### config.mk
export PLATFORM = sky130hd
export DESIGN_NAME = fifo_rd_ctrl
export DESIGN_NICKNAME = d
export VERILOG_FILES = /design/src/rtl/fifo_pkg.sv /design/src/rtl/sync_2ff.sv /design/src/rtl/fifo_rd_ctrl.sv
export SDC_FILE = /design/constraint.sdc
export NUM_CORES = 1
export LEC_CHECK = 0
export BUFFER_PORTS_ARGS = -buffer_cell sky130_fd_sc_hd__buf_4
export CORE_ASPECT_RATIO = 1.1
export CORE_MARGIN = 1.5
export CORE_UTILIZATION = 52
export CTS_CLUSTER_SIZE = 10
export DETAILED_ROUTE_END_ITERATION = 6
export PLACE_DENSITY = 0.83
export SLEW_MARGIN = 10
export SYNTH_ARGS = -nofsm -noshare
export SYNTH_HDL_FRONTEND = slang
export SYNTH_HIERARCHICAL = 1
export SYNTH_SLANG_ARGS = --single-unit
### constraint.sdc
create_clock -name i_rd_clk -period 3.5 [get_ports i_rd_clk]
set_input_delay 0.35 -clock i_rd_clk [delete_from_list [all_inputs] [get_ports i_rd_clk]]
set_output_delay 0.35 -clock i_rd_clk [all_outputs]
set_load 0.02 [all_outputs]
### src/rtl/fifo_pkg.sv
// Shared async-FIFO definitions: pointer width and Gray-code helpers.
package fifo_pkg;

  localparam int FIFO_ADDRSIZE = 4;
  localparam int PTRW = FIFO_ADDRSIZE + 1;

  function automatic logic [31:0] bin2gray(input logic [31:0] b);
    return b ^ (b >> 1);
  endfunction

  // Narrower pointers are zero-extended, so the upper bits fold out cleanly.
  function automatic logic [31:0] gray2bin(input logic [31:0] g);
    logic [31:0] b;
    b[31] = g[31];
    for (int i = 30; i >= 0; i--)
      b[i] = b[i+1] ^ g[i];
    return b;
  endfunction

endpackage

### src/rtl/sync_2ff.sv
// Two-flop synchroniser, parameterised width, sync active-high reset.
module sync_2ff #(
  parameter int W = 5
) (
  input  logic         i_clk,
  input  logic         i_rst,
  input  logic [W-1:0] i_d,
  output logic [W-1:0] o_q
);

  logic [W-1:0] r_q1;
  logic [W-1:0] r_q2;

  always_ff @(posedge i_clk) begin
    if (i_rst) begin
      r_q1 <= '0;
      r_q2 <= '0;
    end else begin
      r_q1 <= i_d;
      r_q2 <= r_q1;
    end
  end

  assign o_q = r_q2;

endmodule

### src/rtl/fifo_rd_ctrl.sv
// Async FIFO read side: read pointers, synchronised write pointer, flags.
module fifo_rd_ctrl
  import fifo_pkg::*;
#(
  parameter int ADDRSIZE     = FIFO_ADDRSIZE,
  parameter int ALMOST_EMPTY = 2
) (
  input  logic                i_rd_clk,
  input  logic                i_rd_rst,
  input  logic                i_rd_en,
  input  logic [ADDRSIZE:0]   i_wr_ptr,
  output logic                o_empty,
  output logic                o_almost_empty,
  output logic [ADDRSIZE-1:0] o_rd_addr,
  output logic [ADDRSIZE:0]   o_rd_ptr,
  output logic [ADDRSIZE:0]   o_rd_level,
  output logic                o_underflow
);

  localparam int PW = ADDRSIZE + 1;
  localparam logic [PW-1:0] AE_LVL = PW'(ALMOST_EMPTY);

  logic [PW-1:0] r_rd_bin;
  logic [PW-1:0] r_rd_ptr;
  logic [PW-1:0] r_level;
  logic          r_empty;
  logic          r_almost;
  logic          r_uf;

  logic [PW-1:0] w_wq2;
  logic [PW-1:0] w_wbin;
  logic [PW-1:0] w_bin_nx;
  logic [PW-1:0] w_gray_nx;
  logic [PW-1:0] w_lvl_nx;
  logic          w_rd_ok;

  sync_2ff #(.W(PW)) u_wsync (
    .i_clk (i_rd_clk),
    .i_rst (i_rd_rst),
    .i_d   (i_wr_ptr),
    .o_q   (w_wq2)
  );

  assign w_rd_ok   = i_rd_en & ~r_empty;
  assign w_bin_nx  = r_rd_bin + PW'(w_rd_ok);
  assign w_gray_nx = PW'(bin2gray(32'(w_bin_nx)));
  assign w_wbin    = PW'(gray2bin(32'(w_wq2)));
  // Wrap-around subtraction; the extra MSB keeps full distinct from empty.
  assign w_lvl_nx  = w_wbin - w_bin_nx;

  always_ff @(posedge i_rd_clk) begin
    if (i_rd_rst) begin
      r_rd_bin <= '0;
      r_rd_ptr <= '0;
      r_level  <= '0;
      r_empty  <= 1'b1;
      r_almost <= 1'b1;
      r_uf     <= 1'b0;
    end else begin
      r_rd_bin <= w_bin_nx;
      r_rd_ptr <= w_gray_nx;
      r_level  <= w_lvl_nx;
      r_empty  <= (w_gray_nx == w_wq2);
      r_almost <= (w_lvl_nx <= AE_LVL);
      r_uf     <= r_uf | (i_rd_en & r_empty);
    end
  end

  assign o_empty        = r_empty;
  assign o_almost_empty = r_almost;
  assign o_rd_addr      = r_rd_bin[ADDRSIZE-1:0];
  assign o_rd_ptr       = r_rd_ptr;
  assign o_rd_level     = r_level;
  assign o_underflow    = r_uf;

endmodule

==> results of run 1 <==
==> cell type report <==
cell class                 instances  share of cell area (%)
inverter                           5                    1.35
clock buffer                       4                    1.89
tap                               28                    2.52
timing repair buffer              24                    12.9
sequential                        27                    38.8
multi-input combinational         76                    42.4
==> kinds of logic (layout without fill, tap and decap cells) <==
kind of cell / after synthesis / in the layout / synth area share, %
AO/OA/AOI/OAI: 10 / 10 / 6.43
XOR/XNOR: 22 / 22 / 19.1
adder cells (fa/ha/maj): 7 / 7 / 8.15
buffers and inverters: 7 / 33 / 3.11
flip-flops: 27 / 27 / 46.3
multiplexers: 1 / 1 / 0.857
AND/OR/NAND/NOR: 36 / 36 / 16.1
==> cell usage after synthesis <==
cell type,instances,area (µm²)
o21bai_1,1,7.51
a21oi_1,2,10.0
a22oi_1,1,7.51
fa_1,1,20.0
ha_1,6,75.1
nor2_1,12,45.0
o2bb2ai_1,1,8.76
xor2_1,10,87.6
and2_1,2,12.5
o211ai_1,1,7.51
and2_0,1,6.26
xnor2_1,10,87.6
o2111a_1,1,11.3
clkbuf_8,1,13.8
nand4_1,1,6.26
xnor3_1,1,22.5
nand3_1,2,10.0
dfxtp_1,27,541
inv_1,5,18.8
nor2b_1,15,93.8
a221o_1,1,10.0
o21ai_0,1,5.00
nand2b_1,1,6.26
clkbuf_1,1,3.75
xor3_2,1,25.0
mux2i_1,1,10.0
nand2_1,2,7.51
o31ai_1,1,7.51
==> flip-flops by register name, summed over array words and instances, names as in the netlist <==
signal,cells
o_rd_level,5
r_rd_bin,5
u_wsync/o_q,5
u_wsync/r_q1,5
o_rd_ptr,4
o_almost_empty,1
o_empty,1
o_underflow,1
==> per-stage QoR <==
stage | area (µm²) | hold slack (ps) | std cells | total power, µW | worst slack (ps)
2_1_floorplan | 1170 | 414 | 110 | 462 | 768
3_3_place_gp | 1370 | 418 | 160 | 519 | 689
3_5_place_dp | 1370 | 430 | 160 | 524 | 516
4_1_cts | 1390 | 216 | 164 | 657 | 481
5_1_grt | 1390 | 212 | 164 | 687 | 301
6_report | 1390 | 225 | 164 | 648 | 476
==> layer usage <==
metal	track usage, %	wire length, µm	part of all wire (%)	vias up
met4	9.46	42	2.1	0
met1	24.2	829	42	370
met5	0	0	0	-
li1	-	-	-	407
met3	4.48	99	5.0	5
met2	30.0	1020	51	23
==> worst max path at each step <==
stage	to	startpoint
2_1_floorplan	o_almost_empty	u_wsync/o_q[4]
3_5_place_dp	o_almost_empty	u_wsync/o_q[4]
5_1_grt	o_almost_empty	u_wsync/o_q[4]
3_3_place_gp	o_almost_empty	u_wsync/o_q[4]
6_report	o_almost_empty	u_wsync/o_q[4]
4_1_cts	o_almost_empty	u_wsync/o_q[4]
==> critical path: cells and delay by family, from the launching register on <==
kind | cells | cell delay, ps
and+or+nand+nor | 1 | 150
buffers and inverters | 1 | 60
AOI/OAI and AO/OA | 2 | 540
muxes | 1 | 210
xor gates and xnor gates | 3 | 1040
DFF | 1 | 410
adders and majority gates | 2 | 580
==> power groups by stage <==
stage | Sequential (µW) | Clock, µW | Combinational (µW)
6_report | 349 | 130 | 169
5_1_grt | 351 | 152 | 184
4_1_cts | 349 | 137 | 171
3_5_place_dp | 354 | 0 | 170
3_3_place_gp | 354 | 0 | 165
2_1_floorplan | 383 | 0 | 79.4
==> summary.md, run 1 <==
| Metric | Value |
|---|---|
| Max Slew Vio Count | 0 |
| Number of global-route vias before repair | around 760 |
| Final period util | 86.4% |
| Leakage | 0.000632 µW |
| Post-synthesis sequential area ratio | 46.3% |
| Slowest CP cell | xor3_2 |
| Area of the die | about 0.0025 mm² |
| Pint | 460 µW |
| Hold endpoint | u_wsync/r_q1[4] |
| Sw Share | ~29% |
| Post-DP HPWL | 1490 µm |
| Yosys warns | 6 |
| CTS resizes | 0 |
| Cell row count | 17 |
| Sequential power share | 53.8% |
| Pin count of the biggest net entering global routing | 27 |
| Hold Buf Count CTS | 0 |
| Net Count, Synth | around 130 |
| Setup violators final | 0 |
| CP endpoint kind | flip-flop |
| Layout Nets | 152 |
| Die width | 48.2 µm |
| Net load switching power | 188 µW |
| Gpl congestion | 0.838 |
| Syn Inst Count | 110 |
| Core area | 0.00206 mm² |
| Hold crit path type | in2reg |
| Syn avg cell area | 10.6 µm² |
| IO buf count | 24 |
| Clk buf depth | 2 |
| TritonRoute pass-1 iters | 4 |
| Most frequent cells in the layout | dfxtp_1, buf_4, nor2b_1 |
| Peak VDD IR | 0.302 mV |
| Post-synthesis register bit count | 27 |
| Post-layout util | 67.4% |
| Setup TNS | 0 ps |
| Final antenna-violating net count | 0 |
| GR Overflow Total | 0 |
| PwrDens | 466 mW/mm² |
| CP max stage delay | 500 ps |
| Vias/cell | 4.91 |
| FF-to-FF Start | u_wsync/o_q[4] |
| CTS H-tree lvls | 1 |
| Ratio of cells with drive above 1 in the final layout | between 20% and 30% |
| Worst-Margin Slew | about 520 ps |
| Fmax | 331 MHz |
| WL final | 1990 µm |
| N_diodes | 0 |
| Critical path peak fanout | 3 |
| CTS root buffer | clkbuf_4 |
| Synth Cell Area | between 0.001 and 0.0015 mm² |
| End of the worst register-to-register path | o_almost_empty |
| Worst hold path cell count | 2 |
| Antenna violations before repair | 0 |
| Combinational fraction of design power | 26.1% |
| Tmin final | 3020 ps |
| First-pass GRT wire length | 3280 µm |
| Req. time, crit path | 3780 ps |
| Area grow syn2layout | 19.2% |
| Distinct cells, synth | 28 |
| Final Hold Vio Count | 0 |
| CP arrival | 3300 ps |
| Total CTS buffers | 3 |
| Via count | 805 |
| Die height | 52.7 µm |
| Kind of critical path | reg2reg |
| Max-cap violations | 0 |
| Sink Count | 27 |
| Hold Path Origin | i_wr_ptr[4] |
| Clock network power share | 20.1% |
| Run status | completed |
| Setup Skew | 3.38 ps |
| Gr usage total | about a fifth |
| Clock Pin Slew Worst Setup and Hold Paths | 130 ps |
| RSZ-0062 raised after global routing | no |
| Commonest non-fill, non-tap cell in the layout | dfxtp_1 |
| Mean routed wirelength per cell | 12.1 µm |
| Register-to-register setup slack | between 400 and 500 ps |
| Layout fillers | 183 |
| Setup bufs post-CTS | 0 |
| Startpoint Class | flip-flop |
| Reg2Reg Depth | 10 |
| Reg area | 541 µm² |
| Drc violations | 0 |
| Starting Density | 56.6% |
| Slew HR | 65.3% |
| Number of DRC markers in iteration 0 | 12 |
| CTS tree | built |
| Crit-path cells | xor3_2, xor2_1, xnor2_1, ha_1, inv_1, fa_1, and2_0, a221o_1, mux2i_1, o2111a_1 |
| Worst skew pair latency | between 300 and 400 ps |
| Io pins | 25 |
| Multi-input gate area | 591 µm² |
Note: power is estimated with default switching activity, not from simulation.
==> run 2, diff against run 1 <==
--- a/config.mk
+++ b/config.mk
@@ -9,3 +9,3 @@
 export CORE_ASPECT_RATIO = 1.1
-export CORE_MARGIN = 1.5
+export CORE_MARGIN = 2
 export CORE_UTILIZATION = 52
==> constraint.sdc (replaced) <==
create_clock -name i_rd_clk -period 3.22 [get_ports i_rd_clk]
set_input_delay 0.161 -clock i_rd_clk [delete_from_list [all_inputs] [get_ports i_rd_clk]]
set_output_delay 0.161 -clock i_rd_clk [all_outputs]
set_load 0.02 [all_outputs]
==> run 2 against run 1 <==
Compared with the run above: via count fell by 0.25%; final cell count grew 1.2%; utilization shrank 3.6 points; clock power grew 12%; sequential power up 8.3%; critical path type unchanged; critical endpoint unchanged.
==> summary.md, run 2 (synthesized netlist as in run 1, its figures left out) <==
| Metric | Value |
|---|---|
| CTS tree | built |
| Clock Pin Slew Worst Setup and Hold Paths | 140 ps (about the same) |
| CP endpoint kind | flip-flop |
| Final Worst Setup Slack | 250 ps (-226 ps) |
| Area of the die | 0.00264 mm² (+4.0%) |
| Setup Skew | 12.3 ps (+8.93 ps) |
| Via count | 803 (-0.25%) |
| Layout Nets | 152 (unchanged) |
| Clk buf depth | 2 (unchanged) |
| Kind of critical path | reg2reg |
| Run status | completed |
| Total CTS buffers | 3 (unchanged) |
| Number of global-route vias before repair | 802 (+5.8%) |
| CP max stage delay | 490 ps (about the same) |
| Startpoint Class | flip-flop |
| Design area | 0.00139 mm² (+0.18%) |
| Drc violations | 0 (unchanged) |
| Req. time, crit path | 3490 ps (-290 ps) |
| Fmax | 337 MHz (+1.8%) |
| Hold Buf Count CTS | 0 (unchanged) |
| Layout fillers | 199 (+8.7%) |
| Non-Filler Instances | 166 (+1.2%) |
| Commonest non-fill, non-tap cell in the layout | dfxtp_1 |
| Core area | 0.00218 mm² (+5.9%) |
| Antenna violations before repair | 0 (unchanged) |
| Number of DRC markers in iteration 0 | 3 (-9) |
| Area grow syn2layout | 19.4% |
| PwrDens | 506 mW/mm² (+8.7%) |
| Tmin final | 2970 ps (-54.0 ps) |
| Worst skew pair latency | 330 ps (about the same) |
| Register-to-register setup slack | 250 ps (-230 ps) |
| Setup bufs post-CTS | 0 (unchanged) |
| Critical path peak fanout | 3 (unchanged) |
| WL final | 1960 µm (-1.3%) |
| Post-DP HPWL | 1500 µm (+0.75%) |
| GR Overflow Total | 0 (unchanged) |
| Mean routed wirelength per cell | 11.8 µm (-2.5%) |
| CTS H-tree lvls | 1 (unchanged) |
| Final period util | 92.2% (+5.8 points) |
| Cell row count | 18 (+1) |
| Setup WS pre-CTS | 305 ps (-211 ps) |
| Io pins | 25 (unchanged) |
| Leakage | 0.000632 µW (unchanged) |
| Ratio of cells with drive above 1 in the final layout | 20.6% (unchanged) |
| Hold crit path type | in2reg |
| First-pass GRT wire length | 3440 µm (+4.6%) |
| TritonRoute pass-1 iters | 4 (unchanged) |
| Most frequent cells in the layout | dfxtp_1, buf_4, nor2b_1 |
| Slowest CP cell | xor3_2 |
| Starting Density | 53.4% (-3.1 points) |
| CTS root buffer | clkbuf_4 |
| CTS resizes | 0 (unchanged) |
| Gr usage total | 17.4% (-1.9 points) |
| Peak VDD IR | 0.426 mV (+41%) |
| Min Hold Slack | 26.4 ps (-199 ps) |
| N_diodes | 0 (unchanged) |
| Placed insts | 162 (+1.3%) |
| Final Hold Vio Count | 0 (unchanged) |
| Max-cap violations | 0 (unchanged) |
| Area post-placement | 0.00137 mm² (+0.18%) |
| Setup TNS | 0 ps (unchanged) |
| Multi-input gate area | 591 µm² (unchanged) |
| CP arrival | 3240 ps (-60 ps) |
| Sink Count | 27 (unchanged) |
| Pin count of the biggest net entering global routing | 27 (unchanged) |
| Vias/cell | 4.84 (-1.5%) |
| RSZ-0062 raised after global routing | no |
| Worst-Margin Slew | 494 ps (-23.5 ps) |
| Crit-path cells | xor3_2, xor2_1, xnor2_1, ha_1, inv_1, fa_1, and2_0, a221o_1, mux2i_1, o2111a_1 |
| Gpl congestion | 0.839 (+0.13%) |
| Setup violators final | 0 (unchanged) |
| IO buf count | 24 (unchanged) |
| Max Slew Vio Count | 0 (unchanged) |
| Final antenna-violating net count | 0 (unchanged) |
| Die width | 49.2 µm (+2.1%) |
| Die height | 53.7 µm (+1.9%) |
| Slew HR | 66.8% (+1.6 points) |
| Reg area | 541 µm² (unchanged) |
-- run 2: cell counts in the layout (fill, tap and decap cells not counted) --
Identical to the previous run, type by type.
-- run 2: path summary, 6_finish.rpt --
path                                      start  depth (start not counted)               to
worst max-delay path             u_wsync/o_q[4]                         10   o_almost_empty
worst min-delay path                i_wr_ptr[3]                          2  u_wsync/r_q1[3]
worst max register to register   u_wsync/o_q[4]                         10   o_almost_empty
worst min register to register  u_wsync/r_q1[2]                          1   u_wsync/o_q[2]
-- run 2: routing by layer --
metal  share of wire [%]  track usage, %  vias to the layer above
li1                    -               -                      410
met1                  44            19.5                      370
met2                  51            32.2                       20
met3                 3.8            3.33                        3
met4                 1.7            8.57                        0
met5                   0               0                        -
-- run 2: final cells by class --
class / instances / area share, %
Tap cell: 30 / 2.69
Multi-Input combinational cell: 76 / 42.4
Timing Repair Buffer: 24 / 12.9
Inverter: 5 / 1.35
Clock buffer: 4 / 1.89
Sequential cell: 27 / 38.8
-- run 2: per-stage QoR --
| stage | utilization (%) | power (µW) |
|---|---|---|
| final | 63.8 | 706 |
| after global routing | 63.8 | 742 |
| after CTS | 63.8 | 713 |
| after detailed placement | 62.6 | 569 |
| after global placement | 62.6 | 564 |
| after floorplan | - | 502 |
-- run 2: critical path, delay by kind of cell (launching register included) --
kind | cells | cell delay [ps]
xor+xnor | 3 | 1000
fa+ha+maj | 2 | 550
simple gates | 1 | 150
compound gates | 2 | 530
flops | 1 | 400
mux | 1 | 210
buf+inv | 1 | 60
-- run 2: power by group --
part / internal, µW / switching (µW) / total [µW]
sequential: 365 / 13.4 / 378
clock: 48.6 / 96.0 / 145
combinational: 87.1 / 95.8 / 183
total: 501 / 205 / 706
==> run 3, diff against run 2 <==
Settings changed: ABC_AREA set to 1, BUFFER_PORTS_ARGS -buffer_cell sky130_fd_sc_hd__buf_4 to not set, CORE_UTILIZATION 52 to 60, DONT_BUFFER_PORTS set to 1, PLACE_DENSITY 0.83 to 0.82.
==> run 3 against run 2 <==
Compared with the run above: clock skew is 4.9 ps lower; worst hold slack gained 340 ps; area after synthesis increased by 17%; flip-flop and latch count unchanged; global-route usage up 3.1 points; via count up 35%; final cell count up 31%; utilization grew 2.9 points; critical path depth rose by 6; die area rose by 1.2%; critical endpoint unchanged; largest cell class unchanged; largest power group unchanged.
==> summary.md, run 3 <==
| Metric | Value |
|---|---|
| Run status | completed |
| Slowest CP cell | dfxtp_1 |
| Antenna violations before repair | 0 (unchanged) |
| Layout Nets | 203 (+34%) |
| CTS H-tree lvls | 1 (unchanged) |
| Post-synthesis mux area share | 0% (-0.86 points) |
| Clock Pin Slew Worst Setup and Hold Paths | 140 ps (about the same) |
| Peak VDD IR | 0.308 mV (-28%) |
| Top post-synthesis cells by area | dfxtp_1, nand2_1, inv_1 |
| PwrDens | 458 mW/mm² (-9.6%) |
| Compound-Gate Fraction of Synth Area | 5.87% (-0.56 points) |
| Commonest non-fill, non-tap cell in the layout | nand2_1 |
| CTS tree | built |
| Distinct cells, synth | 25 (-11%) |
| Number of DRC markers in iteration 0 | 14 (+11) |
| Die width | 49.5 µm (+0.57%) |
| Most frequent cells in the layout | nand2_1, inv_1, dfxtp_1 |
| Drc violations | 0 (unchanged) |
| Worst-Margin Slew | 786 ps (+292 ps) |
| Tmin final | 2460 ps (-512 ps) |
| Multi-input gate area | 682 µm² (+15%) |
| Post-DP HPWL | 1830 µm (+22%) |
| Area of the die | 0.00267 mm² (+1.2%) |
| Setup TNS | 0 ps (unchanged) |
| Cell row count | 18 (unchanged) |
| GR Overflow Total | 0 (unchanged) |
| Ratio of cells with drive above 1 in the final layout | 16.0% (-4.5 points) |
| Worst skew pair latency | 320 ps (about the same) |
| Number of global-route vias before repair | 1017 (+27%) |
| Setup violators final | 0 (unchanged) |
| Final antenna-violating net count | 0 (unchanged) |
| Core area | 0.00221 mm² (+1.0%) |
| Total CTS buffers | 3 (unchanged) |
| Pin count of the biggest net entering global routing | 24 (-11%) |
| Fmax | 407 MHz (+21%) |
| Io pins | 25 (unchanged) |
| Via count | 1087 (+35%) |
| RSZ-0062 raised after global routing | no |
| Post-layout util | 66.7% (+2.9 points) |
| Synth Flop Type | dfxtp_1 |
| CP arrival | 2720 ps (-520 ps) |
| CTS root buffer | clkbuf_4 |
| Final period util | 76.3% (-16 points) |
| Leakage | 0.000724 µW (+15%) |
| Startpoint Class | flip-flop |
| Min Hold Slack | 367 ps (+340 ps) |
| Post-synth EDFFs | 0 (unchanged) |
| Net Count, Synth | 194 (+55%) |
| Gpl congestion | 0.798 (-4.9%) |
| WL final | 2460 µm (+25%) |
| Yosys warns | 6 (unchanged) |
| Die height | 54.0 µm (+0.58%) |
| Kind of critical path | reg2reg |
| Simple-gate area share of the yosys netlist | 34.1% (+18 points) |
| Clk buf depth | 2 (unchanged) |
| Post-synthesis sequential area ratio | 39.6% (-6.7 points) |
| Max-cap violations | 0 (unchanged) |
| Combinational family with the most area after synthesis | simple AND/OR/NAND/NOR gates |
| First-pass GRT wire length | 4090 µm (+19%) |
| Post-synthesis async set-or-reset flop share | 0% (unchanged) |
| Starting Density | 61.8% (+8.4 points) |
| Setup WS pre-CTS | 800 ps (+496 ps) |
| CP max stage delay | 430 ps (-60 ps) |
| Top cell type's share of synthesized area | 39.6% (-6.7 points) |
| Layout fillers | 204 (+2.5%) |
| Vias/cell | 5.01 (+3.6%) |
| Post-synthesis register bit count | 27 (unchanged) |
| Req. time, crit path | 3480 ps (about the same) |
| Crit-path cells | inv_2, nand2_1, nand3_2, nand2_2, xor2_2, xor2_1, ha_1, inv_1, fa_1, nand2_1, inv_1, nand3_2, nand3_1, nand2_1, nor2_2, nor2_1 |
| Final Worst Setup Slack | 763 ps (+512 ps) |
| Most frequent CP cell | nand2_1 |
| CP delay by family, top | simple AND/OR/NAND/NOR gates |
| Area grow syn2layout | 7.89% |
| Syn Inst Count | 179 (+63%) |
| Final Hold Vio Count | 0 (unchanged) |
| IO buf count | 0 (-100%) |
| Setup Skew | 7.37 ps (-4.94 ps) |
| CTS resizes | 0 (unchanged) |
| Reg area | 541 µm² (unchanged) |
| Synth top cells by count | nand2_1, dfxtp_1, inv_1 |
| Critical path peak fanout | 5 (+2) |
| Post-synth top area cell | dfxtp_1 |
| Area post-placement | 0.00138 mm² (+0.55%) |
| Hold crit path type | in2reg |
| Post-Synth XOR/XNOR Area | 3.03% (-16 points) |
| Gr usage total | 20.5% (+3.1 points) |
| Top-count cell post-synth | nand2_1 |
| Synth Cell Area | 0.00136 mm² (+17%) |
| N_diodes | 0 (unchanged) |
| Synth Area in Adders | 6.97% (-1.2 points) |
| Syn avg cell area | 7.62 µm² (-28%) |
| Max Slew Vio Count | 0 (unchanged) |
| Mean routed wirelength per cell | 11.4 µm (-4.0%) |
| Slew HR | 47.4% (-19 points) |
| Sink Count | 27 (unchanged) |
| TritonRoute pass-1 iters | 4 (unchanged) |
| CP endpoint kind | flip-flop |
| Design area | 0.00147 mm² (+5.6%) |
| Critical path buffers and inverters | 3 (+2) |
## run 3: path summary, 6_finish.rpt
kind,start,to,slack (ps),cells after the start
hold reg to reg,u_wsync/r_q1[1],u_wsync/o_q[1],410,2
setup / recovery,u_wsync/o_q[4],o_almost_empty,760,16
setup reg to reg,u_wsync/o_q[4],o_almost_empty,760,16
hold / removal,i_rd_en,r_rd_bin[0],370,5
## run 3: cells by family (layout without fill, tap and decap cells)
kind of cell,count (synthesis),after routing
buffers and inverters,33,41
adder cells (fa/ha/maj),7,7
AND/OR/NAND/NOR,96,96
XOR/XNOR,3,3
AO/OA/AOI/OAI,13,13
flip-flops,27,27
## run 3: metrics by stage
stage,std cells,total power (µW)
after floorplan,179,511
after global placement,206,522
after detailed placement,206,530
after CTS,217,679
after global routing,217,711
final,217,674
## run 3: what timing repair did
action | 4_1_cts | 5_1_grt
buffers inserted | 0 | 0
hold endpoints to repair | 23 | 0
hold buffers | 7 | 0
## run 3: worst reg2reg max path, cell delays in order, from the launching register on
cell and delay [ps]:
dfxtp_1 430, inv_2 70, nand2_1 100, nand3_2 130, nand2_2 140, xor2_2 250
xor2_1 190, ha_1 170, inv_1 60, fa_1 380, nand2_1 70, inv_1 50
nand3_2 80, nand3_1 60, nand2_1 80, nor2_2 50, nor2_1 80
## run 3: layer usage
| metal | vias up | wire, µm | track usage (%) |
|---|---|---|---|
| met5 | - | 0 | 0 |
| met4 | 0 | 87 | 11.1 |
| met3 | 11 | 117 | 3.89 |
| met2 | 36 | 1220 | 38.5 |
| met1 | 475 | 1040 | 22.4 |
| li1 | 565 | - | - |
## run 3: report_power, final
part | switching, µW | internal (µW)
clock network | 92.7 | 48.5
logic | 75.5 | 52.1
registers | 42.2 | 363
total | 210 | 463
## run 3: layout make-up
cell class	instances	share of cell area (%)
multi-input cells	119	46.3
flip-flops and latches	27	36.7
inverters	30	7.82
repair buffers	7	4.76
well taps	30	2.55
clock buffers	4	1.79
